`config.mk`:
```
export PLATFORM = sky130hd
export DESIGN_NAME = ghost_position_update
export DESIGN_NICKNAME = d
export VERILOG_FILES = /design/src/rtl/ghost_position_update_pkg.sv /design/src/rtl/ghost_position_update_abs_diff_cmp.sv /design/src/rtl/ghost_position_update.sv
export SDC_FILE = /design/constraint.sdc
export NUM_CORES = 1
export LEC_CHECK = 0
export CORE_MARGIN = 8
export CORE_UTILIZATION = 42
export CTS_CLUSTER_SIZE = 24
export DETAILED_ROUTE_END_ITERATION = 8
export GPL_TIMING_DRIVEN = 0
export SLEW_MARGIN = 40
export SYNTH_ARGS = -nofsm -noshare
export SYNTH_HDL_FRONTEND = slang
export SYNTH_SLANG_ARGS = --single-unit
export TNS_END_PERCENT = 1
```
`constraint.sdc`:
```
create_clock -name clk -period 2.3 [get_ports clk]
set_input_delay 0.345 -clock clk [delete_from_list [all_inputs] [get_ports clk]]
set_output_delay 0.345 -clock clk [all_outputs]
set_load 0.005 [all_outputs]
```
`src/rtl/ghost_position_update_pkg.sv`:
```
// ghost_position_update_pkg: direction codes, FSM states and screen/tile defaults
// shared between the ghost chaser and the ghost position updater.
package ghost_position_update_pkg;

   localparam logic [3:0] ZEROS = 4'b0000;
   localparam logic [3:0] RIGHT = 4'b0001;
   localparam logic [3:0] UP    = 4'b0010;
   localparam logic [3:0] DOWN  = 4'b0100;
   localparam logic [3:0] LEFT  = 4'b1000;

   localparam int SCREEN_W_DEF = 640;
   localparam int TILE_DEF     = 16;

   typedef enum logic [1:0] {
      HOLD  = 2'd0,
      ALIGN = 2'd1,
      MOVE  = 2'd2
   } state_e;

   function automatic logic is_onehot(input logic [3:0] d);
      return (d != ZEROS) && ((d & (d - 4'd1)) == ZEROS);
   endfunction

endpackage

```
`src/rtl/ghost_position_update_abs_diff_cmp.sv`:
```
// abs_diff_cmp: unsigned |a - b| at one extra bit, flagged when below THRESH.
module abs_diff_cmp #(
   parameter int W      = 11,
   parameter int THRESH = 8
) (
   input  logic [W-1:0] a_i,
   input  logic [W-1:0] b_i,
   output logic         lt_o
);

   localparam logic [W:0] TH = (W+1)'(THRESH);

   logic [W:0] diff;

   always_comb begin
      diff = (a_i >= b_i) ? {1'b0, a_i} - {1'b0, b_i} : {1'b0, b_i} - {1'b0, a_i};
      lt_o = diff < TH;
   end

endmodule

```
`src/rtl/ghost_position_update.sv`:
```
// ghost_position_update: steps the ghost sprite one STEP per move_tick, accepting new
// directions only on tile-aligned positions, with horizontal wrap and pacman contact.
module ghost_position_update
   import ghost_position_update_pkg::*;
#(
   parameter logic [10:0] START_X    = 11'd320,
   parameter logic [9:0]  START_Y    = 10'd240,
   parameter int          TILE       = TILE_DEF,
   parameter int          STEP       = 1,
   parameter int          SCREEN_W   = SCREEN_W_DEF,
   parameter int          CATCH_DIST = 8,
   parameter int          HOLD_TICKS = 60
) (
   input  logic        clk,
   input  logic        rst_n,
   input  logic        move_tick,
   input  logic [3:0]  move_direction,
   input  logic [3:0]  valid_moves,
   input  logic        respawn,
   input  logic [10:0] pacman_pos_x,
   input  logic [9:0]  pacman_pos_y,
   output logic [10:0] ghost_pos_x,
   output logic [9:0]  ghost_pos_y,
   output logic [3:0]  curr_direction,
   output logic        moving,
   output logic        aligned,
   output logic        caught
);

   localparam logic [15:0] NSTEP     = 16'(TILE / STEP);
   localparam logic [15:0] HOLD_LAST = 16'(HOLD_TICKS - 1);
   localparam logic [10:0] X_LAST    = 11'(SCREEN_W - TILE);
   localparam logic [10:0] SX        = 11'(STEP);
   localparam logic [9:0]  SY        = 10'(STEP);

   state_e      state_q, state_d;
   logic [10:0] x_q, x_d;
   logic [9:0]  y_q, y_d;
   logic [3:0]  dir_q, dir_d;
   logic [15:0] hold_q, hold_d;
   logic [15:0] step_q, step_d;
   logic        caught_q, near_x, near_y;

   function automatic logic [10:0] step_x(input logic [10:0] x, input logic [3:0] d);
      return (d == RIGHT) ? x + SX : (d == LEFT) ? x - SX : x;
   endfunction

   function automatic logic [9:0] step_y(input logic [9:0] y, input logic [3:0] d);
      return (d == DOWN) ? y + SY : (d == UP) ? y - SY : y;
   endfunction

   always_comb begin
      state_d = state_q;
      x_d     = x_q;
      y_d     = y_q;
      dir_d   = dir_q;
      hold_d  = hold_q;
      step_d  = step_q;
      if (respawn) begin
         state_d = HOLD;
         x_d     = START_X;
         y_d     = START_Y;
         dir_d   = ZEROS;
         hold_d  = '0;
         step_d  = '0;
      end else if (move_tick) begin
         case (state_q)
            HOLD: begin
               hold_d  = (hold_q == HOLD_LAST) ? '0 : hold_q + 16'd1;
               state_d = (hold_q == HOLD_LAST) ? ALIGN : HOLD;
            end
            ALIGN: begin
               // wrap wins over valid_moves: the tunnel exits are never marked legal
               if (move_direction == LEFT && x_q == '0) begin
                  x_d   = X_LAST;
                  dir_d = LEFT;
               end else if (move_direction == RIGHT && x_q == X_LAST) begin
                  x_d   = '0;
                  dir_d = RIGHT;
               end else if (is_onehot(move_direction) && |(move_direction & valid_moves)) begin
                  dir_d   = move_direction;
                  x_d     = step_x(x_q, move_direction);
                  y_d     = step_y(y_q, move_direction);
                  step_d  = (NSTEP == 16'd1) ? '0 : 16'd1;
                  state_d = (NSTEP == 16'd1) ? ALIGN : MOVE;
               end
            end
            MOVE: begin
               x_d     = step_x(x_q, dir_q);
               y_d     = step_y(y_q, dir_q);
               step_d  = (step_q + 16'd1 == NSTEP) ? '0 : step_q + 16'd1;
               state_d = (step_q + 16'd1 == NSTEP) ? ALIGN : MOVE;
            end
            default: state_d = HOLD;
         endcase
      end
   end

   abs_diff_cmp #(.W(11), .THRESH(CATCH_DIST)) u_cmp_x (
      .a_i  (x_q),
      .b_i  (pacman_pos_x),
      .lt_o (near_x)
   );

   abs_diff_cmp #(.W(10), .THRESH(CATCH_DIST)) u_cmp_y (
      .a_i  (y_q),
      .b_i  (pacman_pos_y),
      .lt_o (near_y)
   );

   always_ff @(posedge clk or negedge rst_n) begin
      if (!rst_n) begin
         state_q  <= HOLD;
         x_q      <= START_X;
         y_q      <= START_Y;
         dir_q    <= ZEROS;
         hold_q   <= '0;
         step_q   <= '0;
         caught_q <= 1'b0;
      end else begin
         state_q  <= state_d;
         x_q      <= x_d;
         y_q      <= y_d;
         dir_q    <= dir_d;
         hold_q   <= hold_d;
         step_q   <= step_d;
         caught_q <= near_x & near_y;
      end
   end

   assign ghost_pos_x    = x_q;
   assign ghost_pos_y    = y_q;
   assign curr_direction = dir_q;
   assign moving         = (state_q == MOVE);
   assign aligned        = (state_q == ALIGN);
   assign caught         = caught_q;

endmodule

```
# [Word level (Yosys, flattened, before mapping)]
# Cells that the tools add are included.
[totals] output_inout_bits=28 regBits=60 elab_cells=113
[op_classes] n_bitwise=3 muxes=47 magnitude_cmp=4 reduce_logical=20 eq_ne=21 add_sub_neg=11
[op_table] operator="16-bit two-way mux" n=10
[op_table] operator="11-bit two-way mux" n=10
[op_table] operator="10-bit two-way mux" n=9
[op_table] operator="16-bit by 1-bit adder with 16-bit output, second input constant" n=2
[op_table] operator="16-bit one-hot mux with 2 select lines" n=1
[op_table] operator="4-bit two-way mux" n=6
[op_table] operator="11-bit by 11-bit subtractor with 12-bit output" n=2
[op_table] operator="11-bit one-hot mux with 2 select lines" n=1
[op_table] operator="10-bit by 10-bit subtractor with 11-bit output" n=2
[op_table] operator="10-bit one-hot mux with 2 select lines" n=1
[op_table] operator="16-bit by 5-bit == test with 1-bit output, second input constant" n=1
[op_table] operator="16-bit by 6-bit == test with 1-bit output, second input constant" n=1
[op_table] operator="12-bit by 4-bit less-than comparator with 1-bit output, second input constant" n=1
[op_table] operator="12-bit two-way mux" n=1
[op_table] operator="2-bit two-way mux" n=6
[op_table] operator="4-bit by 2-bit != test with 1-bit output, second input constant" n=3
[op_table] operator="11-bit by 1-bit adder with 11-bit output, second input constant" n=1
[op_table] operator="11-bit by 10-bit == test with 1-bit output, second input constant" n=1
[op_table] operator="11-bit >= comparator" n=1
[op_table] operator="11-bit zero test" n=1
[op_table] operator="11-bit by 4-bit less-than comparator with 1-bit output, second input constant" n=1
[op_table] operator="11-bit by 1-bit subtractor with 11-bit output, second input constant" n=1
[op_table] operator="10-bit by 1-bit adder with 10-bit output, second input constant" n=1
[op_table] operator="10-bit >= comparator" n=1
[op_table] operator="28 further kinds" n=41

# [Logic depth before layout (Yosys ltp)]
[depth] word_depth=11 mapped_depth=11

# [Cells and area by module]
# Synthesis repeated with hierarchy kept, for this count alone.
[unflattened] cells_unflattened=789 hier_area_um2=6175.9
[modules_own_cells] module="ghost_position_update" seq_area_each_um2=1508.9 area_per_inst_um2=4272.8 cells_each=506 n_inst=1
[modules_own_cells] module="abs_diff_cmp (u_cmp_x)" seq_area_each_um2=0.0 area_per_inst_um2=959.7 cells_each=143 n_inst=1
[modules_own_cells] module="abs_diff_cmp (u_cmp_y)" seq_area_each_um2=0.0 area_per_inst_um2=943.4 cells_each=140 n_inst=1

# [Worst setup path after synthesis]
# No wires, ideal clock.
[synth_path] kind="register -> register" startpoint="register x_q[6], in the netlist ghost_pos_x[6]" endpoint="register caught_q, in the netlist caught" path_slack_ns=-0.230 path_buffers=0 period_less_slack_ns=2.530 path_stages_with_launch=10 required_ns=2.204 arrival_time_ns=2.435 setup_ns=0.096 cell_sequence="dfstp_2 clkinv_1 ha_1 or4_1 o211ai_1 mux2i_1 o21a_1 nor4_2 nand4_1 nor4_2"
[synth_via] elab_chain_len=4
[synth_rtl] element="from (decl)" line_no="ghost_position_update.sv:37" source="logic [10:0] x_q, x_d;"
[synth_rtl] element="from (signal assigned)" line_no="ghost_position_update.sv:114" source="x_q <= START_X;"
[synth_rtl] element="from (signal assigned)" line_no="ghost_position_update.sv:122" source="x_q <= x_d;"
[synth_rtl] element="11-bit by 11-bit subtractor with 12-bit output or 11-bit >= comparator (tied branches)" line_no="ghost_position_update_abs_diff_cmp.sv:16" source="diff = (a_i >= b_i) ? {1'b0, a_i} - {1'b0, b_i} : {1'b0, b_i} - {1'b0, a_i};"
[synth_rtl] element="12-bit two-way mux *" line_no="ghost_position_update_abs_diff_cmp.sv:16"
[synth_rtl] element="12-bit by 4-bit less-than comparator with 1-bit output *" line_no="ghost_position_update_abs_diff_cmp.sv:17" source="lt_o = diff < TH;"
[synth_rtl] element="1-bit bitwise AND *" line_no="ghost_position_update.sv:127" source="caught_q <= near_x & near_y;"
[synth_rtl] element="to (signal assigned)" line_no="ghost_position_update.sv:127"
[synth_rtl] element="to (decl)" line_no="ghost_position_update.sv:42" source="logic caught_q, near_x, near_y;"
# Mark *: on every way between the ends. The rest lies on a longest branch, timed or not.
# A chain may end at the register's enable or synchronous reset.

# [Final worst setup path]
[layout_path] startpoint="register y_q[4], in the netlist ghost_pos_y[4]" endpoint="register caught_q, in the netlist caught"
[layout_via] elab_chain_len=4
[layout_rtl] element="from (decl)" line_no="ghost_position_update.sv:38" source="logic [9:0] y_q, y_d;"
[layout_rtl] element="from (signal assigned)" line_no="ghost_position_update.sv:123" source="y_q <= y_d;"
[layout_rtl] element="10-bit by 10-bit subtractor with 11-bit output or 10-bit >= comparator (tied branches)" line_no="ghost_position_update_abs_diff_cmp.sv:16"
[layout_rtl] element="11-bit two-way mux *" line_no="ghost_position_update_abs_diff_cmp.sv:16"
[layout_rtl] element="11-bit by 4-bit less-than comparator with 1-bit output *" line_no="ghost_position_update_abs_diff_cmp.sv:17"
[layout_rtl] element="1-bit bitwise AND *" line_no="ghost_position_update.sv:127"
# Marks and branches as above.

==> summary.md <==
| Metric | Value |
|---|---|
| Hold EP | curr_direction[3] |
| Worst reg2reg startpoint | ghost_pos_y[4] |
| Async SR Flop Fraction | between 90% and 100% |
| Htree depth | 3 |
| R2R depth | 10 |
| Relative slew slack | 56.8% |
| WL final | approximately 18000 um |
| Worst path bufs/invs | 2 |
| Crit path max fanout | 10 |
| Req. time, crit path | 2.52 ns |
| Post-synth net total | 855 |
| Die H | between 100 and 150 um |
| Top_reg_cell synth | dfrtp_1 |
| Final HPWL DP | ~13000 um |
| Cell taking the most area after synthesis | dfrtp_1 |
| Maximum operating frequency | 380 MHz |
| Failing checks | negative setup slack |
| Sequential element share of the synthesized area | 24.8% |
| Hold Crit Depth | 3 |
| Count leader, synth | nor2_1 |
| Clock power frac | 52.3% |
| RSZ-0062 raised after global routing | true |
| PD cells | 405 nW/um2 |
| Final Hold Viols | 0 |
| Area of the multi-input gates | 4560 um2 |
| Die ar. | 18600 um2 |
| Worst hold start | move_direction[3] |
| Switching share of power | 23.6% |
| # rows | 44 |
| # nets final | around 940 |
| Worst slack, placed | -0.932 ns |
| Status | finished with violations |
| Total CTS buffers | 9 |
| First-pass GRT wire length | 29500 um |
| Fraction of layout cells with a size suffix above 1 | 19.6% |
| Vias after detailed routing | 6189 |
| Residual DRC | 0 |
| Largest net degree at the start of global routing | 34 |
| Crit path largest cell delay | ~0.65 ns |
| Clk sink count | 60 |
| Internal power | ~2400 uW |
| Worst r2r dst | caught |
| Clock root cell | clkbuf_16 |
| Synth cell count leaders | 66 x nor2_1, 61 x nand2_1, 59 x inv_1, 55 x a21oi_1, 54 x dfrtp_1 |
| Sequential share of power | about 33% |
| Critical path's slowest cell | dfstp_2 |
| Vias in the first global route | between 5k and 6k |
| Crit path max-delay family | compound AO/OA/AOI/OAI gates |
| Stages on the worst setup path | 10 |
| Flops & latches, synth | 60 |
| Period minus WS final | 2.63 ns |
| Min-delay worst type | in2reg |
| Deepest clock path buffer count | 2 |
| Worst-path clk slew | 0.06 ns |
| Worst skew pair latency | 0.34 ns |
| Post-synth EDFFs | 0 |
| Critical-path cell list | ha_4, buf_6, a21oi_1, a31oi_1, a211oi_2, buf_4, o21bai_1, mux2_2, nor3_1, nor4_2 |
| GR Util All Layers | about 19% |
| P_leak | 0.00331 uW |
| Starting Density | 42.4% |
| Total net switching power | 754 uW |
| Syn Inst Count | ~770 |
| Peak VDD IR | around 350 uV |
| Logic pwr share | 14.3% |
| Arr. time, crit path | 2.85 ns |
| R2R setup slack | -0.33 ns |
| Antenna viol nets, final | 0 |
| Ant diodes | 0 |
| Width of the die | 136 um |
| Tightest Pin Transition | 0.648 ns |
| Final setup margin | -0.331 ns |
| PortBufs | 55 |
| Layout Skew | 0.00557 ns |
| Post-synth top area share | 22.2% |
| Warning count from the yosys run | 0 |
| Congestion Overflow GR | 0 |
| Routability Congestion | 0.921 |
| DRT Pass-1 Iters | 5 |
| Final count of pins violating max slew | 0 |
| Tot Pwr | approximately 3200 uW |
| TritonCTS clock tree | done |
| Tcrit/Tclk final | 114% |
| Area delta synth->final | 29.6% |
| Core ar. | around 14000 um2 |
| CP Class | reg2reg |
| Synth Cell Area | 6070 um2 |
| Synthesized area per cell | 7.85 um2 |
| Register area | 1520 um2 |
| Number of distinct library cells after synthesis | 90 |
| Synth top area cells | dfrtp_1 22%, ha_1 9.9%, a21oi_1 4.5% |
| Initial antenna violation count | 0 |
| Initial DRC Count | around 370 |
| Fill cells | 1356 |
| CP Capture Type | flop |
| Vias per inst | a little under 6 |
| Final setup violation count | 31 |
| Max Cap Violations | 0 |
| CP Launch Type | flop |
| Routed wire per std cell | 17.0 um |
| I/O pins | 61 |
[power by group through the flow]
stage	logic (uW)	registers (uW)	clock network, uW
after CTS	449	1060	1700
final	457	1060	1670
after floorplan	265	1080	0
after global placement	402	1080	0
after detailed placement	414	1080	0
after global routing	504	1060	1750
[worst max path at each step]
stage	startpoint	endpoint	slack (ns)
2_1_floorplan	ghost_pos_x[7]	caught	-0.11
3_3_place_gp	rst_n	ghost_pos_x[2]	-1.33
3_5_place_dp	pacman_pos_x[5]	caught	-0.93
4_1_cts	ghost_pos_x[9]	caught	-0.37
5_1_grt	pacman_pos_x[4]	caught	-0.49
6_report	ghost_pos_y[4]	caught	-0.33
[cells by family after synthesis]
family,after synthesis,share of synthesized area [%]
mux,19,3.21
xor+xnor,28,4.04
simple gates,308,27.5
flops,60,24.8
fa+ha+maj,48,9.89
compound gates,217,23.8
buf+inv,94,6.67
[registers in the layout, summed over array words and instances (netlist names)]
signal / count
state_q: 2
ghost_pos_x: 11
hold_q: 16
caught: 1
ghost_pos_y: 10
curr_direction: 4
step_q: 16
[per-stage QoR]
| stage | setup TNS, ns | utilization [%] | area, um2 | std cells | hold slack (ns) |
|---|---|---|---|---|---|
| floorplan | -0.709 | - | 6140 | 774 | 0.0494 |
| global placement | -83.32 | 48.3 | 6920 | 1013 | 0.514 |
| detailed placement | -21.92 | 48.5 | 6940 | 1014 | 0.294 |
| CTS | -7.28 | 54.1 | 7740 | 1051 | 0.390 |
| global route | -9.15 | 55.0 | 7870 | 1051 | 0.435 |
| finish | -3.48 | 55.0 | 7870 | 1051 | 0.396 |
[layout by cell type (no fill, tap or decap), types with 21 or more instances in the layout]
master,synthesis,routed
buf_4,2,25
dfrtp_1,54,44
a21oi_1,55,50
o21ai_0,52,42
ha_1,48,34
inv_1,59,55
nand3_1,30,26
nand2_1,61,59
clkdlybuf4s50_1,0,46
nor3_1,27,21
nor2_1,66,64
[routing by layer]
metal  GRT usage [%]  vias to the layer above  share of wire (%)
met1            24.1                     2980                 44
met3            2.77                       23                4.7
met4            6.59                        0                1.7
met2            33.4                      171                 50
met5               0                        -                  0
li1                -                     3015                  -
[area by class of cell]
cell class / count / area share, %
timing repair buffer: 80 / 9.51
buffer: 30 / 2.59
inverter: 61 / 3.00
sequential: 60 / 19.3
multi-input combinational: 620 / 57.9
clock buffer: 13 / 3.56
tap: 184 / 2.92
clock inverter: 3 / 1.14
[worst reg2reg max path, cell delays in order (launching register included)]
cell	delay (ns)
dfstp_2	0.65
ha_4	0.25
buf_6	0.14
a21oi_1	0.21
a31oi_1	0.15
a211oi_2	0.29
buf_4	0.19
o21bai_1	0.07
mux2_2	0.27
nor3_1	0.23
nor4_2	0.08
[what timing repair did]
action / CTS / global route
endpoints found under the setup margin: 45 / 51
hold endpoints to repair: 22 / 0
resized for setup: 78 / 29
hold buffers: 1 / 0
pin swaps: 30 / 10
setup buffers: 23 / 0
Power figures use the tool's default switching activity.
